$ cat config.mk
export PLATFORM = sky130hd
export DESIGN_NAME = mac_row_ctl_flat
export DESIGN_NICKNAME = d
export VERILOG_FILES = /design/src/rtl/mac_row_pkg.sv /design/src/rtl/mac_row_ctl_if.sv /design/src/rtl/mac_col_pe.sv /design/src/rtl/mac_row_ctl.sv /design/src/flat_wrapper.sv
export SDC_FILE = /design/constraint.sdc
export NUM_CORES = 1
export LEC_CHECK = 0
export CAP_MARGIN = 20
export CORE_MARGIN = 3
export CORE_UTILIZATION = 59
export DETAILED_ROUTE_END_ITERATION = 6
export PLACE_DENSITY = 0.8
export SLEW_MARGIN = 15
export SYNTH_ARGS = -nofsm -noshare
export SYNTH_HDL_FRONTEND = slang
export SYNTH_SLANG_ARGS = --single-unit
$ cat constraint.sdc
create_clock -name clk -period 7.6 [get_ports clk]
set_clock_uncertainty 0.1 [all_clocks]
set_input_delay 1.14 -clock clk [delete_from_list [all_inputs] [get_ports clk]]
set_output_delay 1.14 -clock clk [all_outputs]
set_load 0.02 [all_outputs]
$ cat src/rtl/mac_row_pkg.sv
// Shared types and constants for the weight-stationary MAC row.
// Optional build macro: MAC_ROW_ZERO_SKIP_EN (zero-activation lane skipping with skip counter).
package mac_row_pkg;

   typedef enum logic [1:0] {
      IDLE  = 2'd0,
      LOAD  = 2'd1,
      EXEC  = 2'd2,
      DRAIN = 2'd3
   } state_e;

   localparam int INST_LOAD  = 0;
   localparam int INST_EXEC  = 1;
   localparam int SKIP_CNT_W = 16;

endpackage

$ cat src/rtl/mac_row_ctl_if.sv
// Bus bundle between the MAC row and its neighbours: activation/instruction in,
// psum chain in/out, per-column valid and controller status.
interface mac_row_ctl_if #(
   parameter int bw      = 4,
   parameter int psum_bw = 16,
   parameter int col     = 8,
   parameter int lanes   = 2
);
   logic [bw*lanes-1:0]    in_w;
   logic [1:0]             inst_w;
   logic [psum_bw*col-1:0] in_n;
   logic [psum_bw*col-1:0] out_s;
   logic [col-1:0]         valid;
   logic                   load_done;
   logic                   busy;
   logic                   err;

   modport slave (
      input  in_w, inst_w, in_n,
      output out_s, valid, load_done, busy, err
   );

   modport master (
      output in_w, inst_w, in_n,
      input  out_s, valid, load_done, busy, err
   );
endinterface

$ cat src/rtl/mac_col_pe.sv
// One MAC column: weight register, skewed activation/execute stage and lane dot-product.
// With MAC_ROW_ZERO_SKIP_EN, zero-activation lanes are operand-isolated and reported on skip_o.
module mac_col_pe
   import mac_row_pkg::*;
#(
   parameter int bw      = 4,
   parameter int psum_bw = 16,
   parameter int lanes   = 2,
   parameter int skip_w  = 2
) (
   input  logic                clk,
   input  logic                reset,
   input  logic [bw*lanes-1:0] act_i,
   input  logic                exec_i,
   input  logic [psum_bw-1:0]  psum_i,
   input  logic                w_we_i,
   input  logic [bw*lanes-1:0] w_i,
   output logic [bw*lanes-1:0] act_o,
   output logic                exec_o,
   output logic [psum_bw-1:0]  psum_o,
   output logic                valid_o
`ifdef MAC_ROW_ZERO_SKIP_EN
   ,
   output logic [skip_w-1:0]   skip_o
`endif
);
   localparam int PW = 2*bw + 1;

   logic [bw*lanes-1:0] w_q, w_d, act_q, act_d;
   logic                exec_q, exec_d, valid_q, valid_d;
   logic [psum_bw-1:0]  psum_q, psum_d;
   logic signed [PW-1:0]      prod_s [lanes];
   logic signed [psum_bw-1:0] dot_s;
`ifdef MAC_ROW_ZERO_SKIP_EN
   logic [lanes-1:0]    zero_s;
`endif

   for (genvar l = 0; l < lanes; l++) begin : g_lane
      logic [bw-1:0]        a_s, wl_s;
      logic signed [PW-1:0] a_ext_s, w_ext_s;
`ifdef MAC_ROW_ZERO_SKIP_EN
      assign zero_s[l] = (act_i[l*bw +: bw] == {bw{1'b0}});
      assign a_s       = zero_s[l] ? {bw{1'b0}} : act_i[l*bw +: bw];
      assign wl_s      = zero_s[l] ? {bw{1'b0}} : w_q[l*bw +: bw];
`else
      assign a_s       = act_i[l*bw +: bw];
      assign wl_s      = w_q[l*bw +: bw];
`endif
      // activation is unsigned, weight is two's complement
      assign a_ext_s   = PW'($signed({1'b0, a_s}));
      assign w_ext_s   = PW'($signed(wl_s));
      assign prod_s[l] = a_ext_s * w_ext_s;
   end

   // lane sum, next-state of the column registers
   always_comb begin
      dot_s = '0;
      for (int l = 0; l < lanes; l++) begin
         dot_s = dot_s + psum_bw'(prod_s[l]);
      end
      w_d     = w_q;
      act_d   = act_i;
      exec_d  = exec_i;
      valid_d = exec_i;
      psum_d  = psum_q;
      if (w_we_i) begin
         w_d = w_i;
      end else begin
         w_d = w_q;
      end
      if (exec_i) begin
         psum_d = psum_i + dot_s;
      end else begin
         psum_d = psum_q;
      end
   end

`ifdef MAC_ROW_ZERO_SKIP_EN
   // number of lanes skipped by this column this cycle
   always_comb begin
      skip_o = '0;
      if (exec_i) begin
         for (int l = 0; l < lanes; l++) begin
            skip_o = skip_o + skip_w'(zero_s[l]);
         end
      end else begin
         skip_o = '0;
      end
   end
`endif

   // column state registers
   always_ff @(posedge clk or negedge reset) begin
      if (!reset) begin
         w_q     <= '0;
         act_q   <= '0;
         exec_q  <= 1'b0;
         valid_q <= 1'b0;
         psum_q  <= '0;
      end else begin
         w_q     <= w_d;
         act_q   <= act_d;
         exec_q  <= exec_d;
         valid_q <= valid_d;
         psum_q  <= psum_d;
      end
   end

   assign act_o   = act_q;
   assign exec_o  = exec_q;
   assign psum_o  = psum_q;
   assign valid_o = valid_q;
endmodule

$ cat src/rtl/mac_row_ctl.sv
// MAC row top: load/execute/drain controller, addressed weight load, sticky error, skewed columns.
// Optional build macro: MAC_ROW_ZERO_SKIP_EN adds the saturating skip_cnt output.
module mac_row_ctl
   import mac_row_pkg::*;
#(
   parameter int bw      = 4,
   parameter int psum_bw = 16,
   parameter int col     = 8,
   parameter int lanes   = 2
) (
   input  logic             clk,
   input  logic             reset,
   mac_row_ctl_if.slave     bus
`ifdef MAC_ROW_ZERO_SKIP_EN
   ,
   output logic [SKIP_CNT_W-1:0] skip_cnt
`endif
);
   localparam int CNT_W      = $clog2(col + 1);
   localparam int DRAIN_LAST = (col > 1) ? col - 2 : 0;
   localparam int SKIP_W     = $clog2(lanes + 1);

   state_e             state_q, state_d;
   logic [CNT_W-1:0]   load_cnt_q, load_cnt_d, drain_cnt_q, drain_cnt_d;
   logic               load_done_q, load_done_d, err_q, err_d, busy_q, busy_d;
   logic [col-1:0]     w_we_s;
   logic               exec_in_s;
   logic [bw*lanes-1:0] act_chain_s [col+1];
   logic [col:0]        exec_chain_s;
   logic [psum_bw*col-1:0] out_s_s;
   logic [col-1:0]         valid_s;

   // controller next-state, weight write select and error detection
   always_comb begin
      state_d     = state_q;
      load_cnt_d  = load_cnt_q;
      drain_cnt_d = drain_cnt_q;
      load_done_d = load_done_q;
      err_d       = err_q;
      w_we_s      = '0;
      exec_in_s   = 1'b0;
      case (state_q)
         IDLE: begin
            if (bus.inst_w == 2'b11) begin
               err_d = 1'b1;
            end else if (bus.inst_w[INST_LOAD]) begin
               state_d     = LOAD;
               w_we_s[0]   = 1'b1;
               load_cnt_d  = CNT_W'(1);
               load_done_d = (col == 1);
            end else if (bus.inst_w[INST_EXEC]) begin
               state_d   = EXEC;
               exec_in_s = 1'b1;
            end else begin
               state_d = IDLE;
            end
         end
         LOAD: begin
            if (bus.inst_w[INST_EXEC]) begin
               err_d = 1'b1;
            end else begin
               err_d = err_q;
            end
            if (!bus.inst_w[INST_LOAD]) begin
               state_d = IDLE;
            end else if (load_done_q) begin
               err_d = 1'b1;
            end else begin
               for (int c = 0; c < col; c++) begin
                  w_we_s[c] = (load_cnt_q == CNT_W'(c));
               end
               load_cnt_d  = load_cnt_q + CNT_W'(1);
               load_done_d = (load_cnt_q == CNT_W'(col - 1));
            end
         end
         EXEC: begin
            if (bus.inst_w[INST_LOAD]) begin
               err_d = 1'b1;
            end else begin
               err_d = err_q;
            end
            if (bus.inst_w[INST_EXEC]) begin
               exec_in_s = 1'b1;
            end else if (col == 1) begin
               state_d = IDLE;
            end else begin
               state_d     = DRAIN;
               drain_cnt_d = '0;
            end
         end
         DRAIN: begin
            // a fresh execute request is accepted in the same cycle, no bubble
            if (bus.inst_w[INST_EXEC]) begin
               state_d   = EXEC;
               exec_in_s = 1'b1;
            end else if (drain_cnt_q == CNT_W'(DRAIN_LAST)) begin
               state_d = IDLE;
            end else begin
               drain_cnt_d = drain_cnt_q + CNT_W'(1);
            end
         end
         default: begin
            state_d = IDLE;
         end
      endcase
      busy_d = (state_d != IDLE);
   end

   // controller registers
   always_ff @(posedge clk or negedge reset) begin
      if (!reset) begin
         state_q     <= IDLE;
         load_cnt_q  <= '0;
         drain_cnt_q <= '0;
         load_done_q <= 1'b0;
         err_q       <= 1'b0;
         busy_q      <= 1'b0;
      end else begin
         state_q     <= state_d;
         load_cnt_q  <= load_cnt_d;
         drain_cnt_q <= drain_cnt_d;
         load_done_q <= load_done_d;
         err_q       <= err_d;
         busy_q      <= busy_d;
      end
   end

   assign act_chain_s[0] = bus.in_w;
   assign exec_chain_s[0] = exec_in_s;

`ifdef MAC_ROW_ZERO_SKIP_EN
   logic [SKIP_W-1:0]   skip_col_s [col];
   logic [SKIP_CNT_W:0] skip_sum_s;
   logic [SKIP_CNT_W-1:0] skip_cnt_q, skip_cnt_d;
`endif

   for (genvar c = 0; c < col; c++) begin : g_col
      mac_col_pe #(
         .bw(bw), .psum_bw(psum_bw), .lanes(lanes), .skip_w(SKIP_W)
      ) u_pe (
         .clk     (clk),
         .reset   (reset),
         .act_i   (act_chain_s[c]),
         .exec_i  (exec_chain_s[c]),
         .psum_i  (bus.in_n[c*psum_bw +: psum_bw]),
         .w_we_i  (w_we_s[c]),
         .w_i     (bus.in_w),
         .act_o   (act_chain_s[c+1]),
         .exec_o  (exec_chain_s[c+1]),
         .psum_o  (out_s_s[c*psum_bw +: psum_bw]),
         .valid_o (valid_s[c])
`ifdef MAC_ROW_ZERO_SKIP_EN
         ,
         .skip_o  (skip_col_s[c])
`endif
      );
   end

`ifdef MAC_ROW_ZERO_SKIP_EN
   // saturating accumulation of skipped lane-operations over all columns
   always_comb begin
      skip_sum_s = {1'b0, skip_cnt_q};
      for (int c = 0; c < col; c++) begin
         skip_sum_s = skip_sum_s + (SKIP_CNT_W+1)'(skip_col_s[c]);
      end
      if (skip_sum_s[SKIP_CNT_W]) begin
         skip_cnt_d = {SKIP_CNT_W{1'b1}};
      end else begin
         skip_cnt_d = skip_sum_s[SKIP_CNT_W-1:0];
      end
   end

   // skip counter register
   always_ff @(posedge clk or negedge reset) begin
      if (!reset) begin
         skip_cnt_q <= '0;
      end else begin
         skip_cnt_q <= skip_cnt_d;
      end
   end

   assign skip_cnt = skip_cnt_q;
`endif

   assign bus.out_s     = out_s_s;
   assign bus.valid     = valid_s;
   assign bus.load_done = load_done_q;
   assign bus.busy      = busy_q;
   assign bus.err       = err_q;
endmodule

$ cat src/flat_wrapper.sv
// flat-port wrapper written by rule: the top's interface ports become plain ports
module mac_row_ctl_flat import mac_row_pkg::*;
#(
   parameter int bw      = 4,
   parameter int psum_bw = 16,
   parameter int col     = 8,
   parameter int lanes   = 2
)
  (clk, reset, bus_in_w, bus_inst_w, bus_in_n, bus_out_s, bus_valid, bus_load_done, bus_busy, bus_err);
  mac_row_ctl_if #(.bw(bw), .psum_bw(psum_bw), .col(col), .lanes(lanes)) bus_i ();
  input  logic clk;
  input  logic reset;
  input wire logic [$bits(bus_i.in_w)-1:0] bus_in_w;
  input wire logic [$bits(bus_i.inst_w)-1:0] bus_inst_w;
  input wire logic [$bits(bus_i.in_n)-1:0] bus_in_n;
  output wire logic [$bits(bus_i.out_s)-1:0] bus_out_s;
  output wire logic [$bits(bus_i.valid)-1:0] bus_valid;
  output wire logic [$bits(bus_i.load_done)-1:0] bus_load_done;
  output wire logic [$bits(bus_i.busy)-1:0] bus_busy;
  output wire logic [$bits(bus_i.err)-1:0] bus_err;
  assign bus_i.in_w = bus_in_w;
  assign bus_i.inst_w = bus_inst_w;
  assign bus_i.in_n = bus_in_n;
  assign bus_out_s = bus_i.out_s;
  assign bus_valid = bus_i.valid;
  assign bus_load_done = bus_i.load_done;
  assign bus_busy = bus_i.busy;
  assign bus_err = bus_i.err;
  mac_row_ctl #(.bw(bw), .psum_bw(psum_bw), .col(col), .lanes(lanes)) u_core (.clk(clk), .reset(reset), .bus(bus_i));
endmodule
# == Word level (Yosys, flattened, before mapping) ==
# Cells that the tools add are included.
# totals
reg_bits,269
in_bits,140
out_inout_bits,139
word_cells,141
# classes
addsub,18
n_mul,16
n_eq_ne,21
muxes,38
reduce_logical,11
# ops
op,n
$mul A5 B4 Y9,16
$add A16 B16 Y16,8
$add A9 B9 Y10,8
$mux W4,7
$eq A4 B3 Y1 const B,5
$mux W8,2
$ne A2 B2 Y1 const B,8
$pmux W4 S2,2
$mux W1,14
$mux W2,7
$add A4 B1 Y4 const B,2
$eq A4 B2 Y1 const B,2
$pmux W2 S4,1
$reduce_and A4 Y1,2
$mux W7,1
$eq A2 B2 Y1 const B,3
$pmux W1 S2,3
$reduce_bool A2 Y1,3
$reduce_and A5 Y1,1
$eq A4 B1 Y1 const B,1
$logic_not A4 Y1,1
$pmux W1 S3,1
$reduce_and A3 Y1,1
$reduce_bool A3 Y1,1
4 further kinds,4

# == Logic depth before layout (Yosys ltp) ==
# Gate-level depths: netlist of run 1.
# depth
depth_word,5
mapped_depth,26
mapped_depth_nobuf,25

# == By module ==
# From an unflattened synthesis of run 1, not the netlist that was laid out.
# unflattened
cells_unflattened,2747
hier_area_um2,27263.6
# modules_own_cells
module,instances,cells_each,area_per_inst_um2
mac_col_pe (u_core.g_col[1].u_pe ...),3,343,3378.2
mac_col_pe (u_core.g_col[5].u_pe ...),3,322,3230.6
mac_col_pe (u_core.g_col[0].u_pe),1,342,3369.5
mac_col_pe (u_core.g_col[4].u_pe),1,315,3193.1
mac_row_ctl,1,95,874.6

# == Worst setup path after synthesis of run 1 ==
# Ideal clock, no wire load.
# synth_path
path_type,input to register
from,in bus_in_w[1]
to,reg u_core.g_col[0].u_pe.psum_q[15]
setup_ps,83
arrival_ps,6341
required_ps,7417
slack_ps,1077
cell_stages,22
path_buffers,1
cell_sequence,clkbuf_1 -> nand2_1 -> fa_1 -> fa_1 -> inv_1 -> fa_1 -> fa_1 -> ha_1 -> nor3_1 -> a22oi_1 -> nand4_1 -> o21ai_0 -> o41a_1 -> xnor2_1 -> ha_1 -> a21oi_1 -> nand2b_1 -> o21ai_0 -> a31oi_1 -> o211a_1 -> xor2_1 -> o21ai_0
# synth_between
elab_chain_len,3
# synth_rtl
item,line,rtl
"start, declared",flat_wrapper.sv:13,input wire logic [$bits(bus_i.in_w)-1:0] bus_in_w;
$mul A5 B4 Y9,mac_col_pe.sv:52,assign prod_s[l] = a_ext_s * w_ext_s;
$add A9 B9 Y10,mac_col_pe.sv:59,dot_s = dot_s + psum_bw'(prod_s[l]);
$add A16 B16 Y16,mac_col_pe.sv:72,psum_d = psum_i + dot_s;
"end signal, assigned",mac_col_pe.sv:105,psum_q <= psum_d;
"end, declared",mac_col_pe.sv:31,"logic [psum_bw-1:0] psum_q, psum_d;"
# Every way passes these cells.
# A chain may end at the register's enable or synchronous reset.

# == Final worst setup path of run 1 ==
# layout_path
from,in bus_in_w[7]
to,reg u_core.g_col[0].u_pe.psum_q[15]
# Same word-level chain as after synthesis.

==> results of run 1 <==
-- layout make-up --
type / instances / area [µm²] / share of cell area
Sequential cell: 269 / 6730 / 0.225
Tap cell: 577 / 722 / 0.0241
Clock buffer: 32 / 790 / 0.0263
Timing Repair Buffer: 290 / 2890 / 0.0964
Clock inverter: 26 / 272 / 0.00906
Inverter: 369 / 1390 / 0.0462
Multi-Input combinational cell: 1925 / 17200 / 0.573
-- logic make-up after synthesis --
logic type	synth area share
flip-flops	0.264
AND/OR/NAND/NOR	0.122
buffers and inverters	0.0610
multiplexers	0.0700
XOR/XNOR	0.0580
AO/OA/AOI/OAI	0.111
adder cells (fa/ha/maj)	0.314
-- layout by cell type (no fill, tap or decap), drive strengths merged, types with 4 or more instances in the layout --
cell | netlist | final
a211oi | 18 | 18
a21boi | 11 | 11
a21o | 38 | 38
a21oi | 135 | 135
a31o | 5 | 5
a31oi | 14 | 14
and2 | 133 | 133
and3 | 6 | 6
buf | 13 | 13
clkbuf | 24 | 32
clkdlybuf4s50 | 0 | 277
clkinv | 0 | 10
clkinvlp | 0 | 6
dfrtp | 269 | 269
fa | 176 | 176
ha | 358 | 358
inv | 369 | 376
mux2 | 149 | 149
mux2i | 10 | 10
nand2 | 149 | 149
nand2b | 59 | 59
nand3 | 25 | 25
nand3b | 7 | 7
nand4 | 9 | 9
nor2 | 154 | 154
nor2b | 13 | 13
nor3 | 34 | 34
nor4 | 4 | 4
o211ai | 8 | 8
o21a | 35 | 35
o21ai | 115 | 115
o21bai | 18 | 18
o31ai | 8 | 8
or2 | 11 | 11
or3 | 7 | 7
xnor2 | 124 | 124
xor2 | 37 | 37
-- per-stage QoR --
stage	utilization	hold slack, ns	setup slack, ns	instance area (µm²)
floorplan	-	0.273	1.08	25500
global placement	0.683	0.315	0.421	28900
detailed placement	0.683	0.322	0.205	28900
CTS	0.708	0.336	0.788	30000
global route	0.708	0.342	0.349	30000
finish	0.708	0.331	0.716	30000
-- final timing paths --
path                       slack [ns]  cells after the start                              end                          start
max                              0.72                     23  u_core.g_col[0].u_pe.psum_o[15]                    bus_in_w[7]
min                              0.33                      0    u_core.g_col[4].u_pe.act_o[4]  u_core.g_col[3].u_pe.act_o[4]
max reg2reg                      1.02                     23  u_core.g_col[2].u_pe.psum_o[15]    u_core.g_col[2].u_pe.w_q[7]
min reg2reg                      0.33                      0    u_core.g_col[4].u_pe.act_o[4]  u_core.g_col[3].u_pe.act_o[4]
max in group asynchronous        5.47                      2   u_core.g_col[6].u_pe.psum_o[9]                          reset
min in group asynchronous        0.50                      1  u_core.g_col[4].u_pe.psum_o[15]                          reset
-- state kept, by name, summed over array words and instances, names as in the netlist, 2 cells and up --
name / flops
u_core.g_col.u_pe.w_q: 64
u_core.state_q: 2
u_core.drain_cnt_q: 4
u_core.g_col.u_pe.psum_o: 128
u_core.g_col.u_pe.valid_o: 8
u_core.load_cnt_q: 4
u_core.g_col.u_pe.act_o: 56
-- metal layers --
layer,global-route usage,part of all wire,up-vias
met5,0,0,-
met3,0.0360,0.043,95
li1,-,-,9260
met2,0.451,0.50,403
met1,0.323,0.44,9352
met4,0.0552,0.021,0
==> results.yml, run 1 <==
global_routing:
  grt_pass1_wl_um: 95600
  grt_max_degree: 167
  track_usage: 0.251
  grt_antenna_before_repair: 0
  grt_overflow_total: 0
  grt_pass1_vias: 20200
worst_setup_path:
  end_kind: "register"
  slowest_stage: "clkdlybuf4s50_1"
  arrival_ns: 7.22
  cp_top_family: "adder cells"
  slowest_delay_ns: 0.83
  cp_num_buf_inv: 2
  worstSetupStartpointType: "input port"
  cp.required_ns: 7.94
  cp_max_fo: 13
  path_cells: "clkdlybuf4s50_1 > nand2_1 > fa_1 > fa_1 > inv_1 > fa_1 > fa_1 > ha_1 > o21ai_0 > a22oi_1 > nand4_1 > o21ai_0 > o41a_1 > xnor2_1 > ha_1 > a21oi_1 > nand2b_1 > o21ai_0 > a31oi_1 > nand3b_1 > o211a_1 > xor2_1 > o21ai_0"
  path_class: "in -> reg"
sta:
  drv_slew: 0
  setup_viol: 0
  rsz0062_at_grt: "no"
  max_freq_ghz: 0.145
  final.setup.tns_ns: 0
  worst_slew_pin_slew_ns: 1.01
  final_hold_viol_count: 0
  period_needed_ns: 6.88
  slew_headroom: 0.325
  finalCritPeriodShare: 0.906
floorplan:
  core_area_um2: 42300
  die_area_um2: 45700
  die_y_um: 214
  initial_utilization: 0.602
  num_rows: 75
  die_width_um: 214
  pin_count: 279
yosys:
  ys_warn_count: 0
  yosysMostFrequentCell: "inv_1"
  synth_top_cells_by_count: "inv_1, ha_1, dfrtp_1"
  syn_nets: 3274
  synth.distinct_cells: 78
  synth-seq-cells: 269
  synth_top_area_cell: "dfrtp_1"
  seq_area_frac_synth: 0.264
  yosys.area.top_type_share: 0.264
  synth_area_leaders: "dfrtp_1, ha_1, fa_1"
  postSynth.asyncResetShare: 1.00
  synthCells: 2600
  synthesis.area_um2: 25500
  avgSynthCellArea_um2: 9.79
  synth_edf_count: 0
  synth-main-ff-cell: "dfrtp_1"
detailed_routing:
  ant_nets: 0
  vias: 19100
  routed_wl_um: 56600
  vias_per_cell: 5.48
  drtIter0Drc: 977
  first_pass_iters: 5
  wl_per_cell_um: 16.2
  drc: 0
clock_network:
  cts_made_buffers: 31
  clk_pin_slew_ns: 0.06
  cts_max_level: 1
  cts_resized: 0
  ctsHoldBuffers: 0
  root_buffer: "clkbuf_16"
  clockBufferDepth: 3
  post_cts_buffers: 0
  cts.sink_count: 269
  cts_tree: "yes"
  clk_latency_ns: 0.60
finish:
  drive_gt1_frac: 0.0838
  layout.cells.non_filler: 3488
  area.growth.synth_to_final_pct: 17.7
  n_antenna_cell: 0
  fillCellCount: 3128
  fin_nets: 3560
placed_design:
  numPortBuffers: 278
  place_congestion: 0.893
  post-place-cells: 3430
  dp_hpwl_um: 44600
run_status:
  status: "complete, no violations"
run:
  max_cap_viol_count: 0
min_path:
  hold_path_class: "reg -> reg"
Power of run 1 is not shown: default switching activity piles up to over one toggle a cycle in this logic, so the estimate is an artifact.
==> inputs of run 2 (changes only) <==
Settings changed: SKIP_CTS_REPAIR_TIMING set to 1.
==> results of run 2 <==
The final DEF is identical to that of run 1; final timing and power are the same.
Power of run 2 is left out for the same reason.
==> inputs of run 3 (changes only) <==
Settings changed: MAX_ROUTING_LAYER set to met4.
==> results.yml, run 3 (synthesized netlist as in run 1, its figures left out) <==
clock_network:
  root_buffer: "clkbuf_16"
  cts_tree: "yes"
  clk_pin_slew_ns: 0.06
  cts.sink_count: 269
  cts_made_buffers: 31
  clk_latency_ns: 0.59
  clockBufferDepth: 3
  cts_max_level: 1
global_routing:
  grt_max_degree: 173
  grt_overflow_total: 0
  grt_pass1_vias: 20300
  track_usage: 0.260
  grt_antenna_before_repair: 0
  grt_pass1_wl_um: 95900
finish:
  fin_nets: 3561
  final_common_cell: "inv_1"
  seqCellArea_um2: 6730
  multi_input_area_um2: 17200
  area.growth.synth_to_final_pct: 18.1
  design_area_um2: 30100
  largest_reg_flops: 128
  fin_util: 0.710
  n_antenna_cell: 0
  drive_gt1_frac: 0.0835
  most-common-layout-cells: "inv_1, ha_1, clkdlybuf4s50_1"
  fillCellCount: 3174
worst_setup_path:
  reg2regPathDepth: 23
  cp_max_fo: 13
  arrival_ns: 7.09
  path_class: "in -> reg"
  worstSetupStartpointType: "input port"
  end_kind: "register"
  cp.required_ns: 8.00
detailed_routing:
  vias: 19100
  vias_per_cell: 5.48
  wl_per_cell_um: 16.2
  routed_wl_um: 56600
  ant_nets: 0
  first_pass_iters: 5
  drc: 0
  drtIter0Drc: 996
placed_design:
  dp_hpwl_um: 45000
  place_congestion: 0.905
  postPlaceCellArea_um2: 28900
  numPortBuffers: 278
floorplan:
  die_area_um2: 45700
  num_rows: 75
  core_area_um2: 42300
  die_width_um: 214
  pin_count: 279
  initial_utilization: 0.602
  die_y_um: 214
sta:
  drv_slew: 0
  final_hold_viol_count: 0
  setup_viol: 0
  period_needed_ns: 6.69
  worst_slew_pin_slew_ns: 1.02
  slew_headroom: 0.315
  rsz0062_at_grt: "no"
  holdWs_ns: 0.338
  finalCritPeriodShare: 0.880
  max_freq_ghz: 0.150
  final.setup.tns_ns: 0
min_path:
  hold_path_class: "reg -> reg"
  whs_path_depth: 0
run:
  max_cap_viol_count: 0
run_status:
  status: "complete, no violations"
## run 3: cell count changes in the layout (fill, tap and decap cells not counted), sizes merged
cell,change
clkinvlp,-3
clkinv,-3
buf,+1
bufinv,+5
## run 3: critical path, cell delays in order
cell             delay, ns
clkdlybuf4s50_1       0.80
nand2_1               0.14
fa_1                  0.48
fa_1                  0.54
inv_1                 0.05
fa_1                  0.51
fa_1                  0.42
ha_1                  0.32
o21ai_0               0.11
a22oi_1               0.13
nand4_1               0.11
o21ai_0               0.11
o41a_1                0.34
xnor2_1               0.34
buf_4                 0.23
ha_1                  0.18
nand2_1               0.08
nor2_1                0.10
nand3_1               0.11
a31oi_1               0.32
nand3b_1              0.12
o211a_1               0.13
xor2_1                0.13
o21ai_0               0.14
## run 3: stage by stage
stage	instances	setup slack [ns]
finish	3488	0.913
global route	3488	0.526
CTS	3488	0.944
detailed placement	3431	0.326
global placement	3431	0.435
floorplan	2600	1.08
## run 3: final cells by class
type	count	share of cell area
tap	577	0.0240
inverter	369	0.0461
clock inverter	25	0.0124
sequential	269	0.224
clock buffer	32	0.0259
timing repair buffer	291	0.0964
multi-input combinational	1925	0.571
## run 3: path summary, 6_finish.rpt
path | start | end | slack (ns)
max in group asynchronous | reset | u_core.g_col[6].u_pe.psum_o[5] | 5.43
worst max-delay path | bus_in_w[7] | u_core.g_col[0].u_pe.psum_o[15] | 0.91
worst min-delay path | u_core.g_col[2].u_pe.act_o[4] | u_core.g_col[3].u_pe.act_o[4] | 0.34
worst min register to register | u_core.g_col[2].u_pe.act_o[4] | u_core.g_col[3].u_pe.act_o[4] | 0.34
worst max register to register | u_core.g_col[2].u_pe.w_q[7] | u_core.g_col[2].u_pe.psum_o[15] | 0.95
min in group asynchronous | reset | u_core.g_col[4].u_pe.psum_o[15] | 0.51
## run 3: metal layers
metal | global-route usage | share of wire | vias up
li1 | - | - | 9270
met1 | 0.324 | 0.43 | 9349
met2 | 0.457 | 0.51 | 412
met3 | 0.0323 | 0.041 | 93
met4 | 0.0558 | 0.021 | 0
met5 | - | 0 | -
Power of run 3 is left out for the same reason.
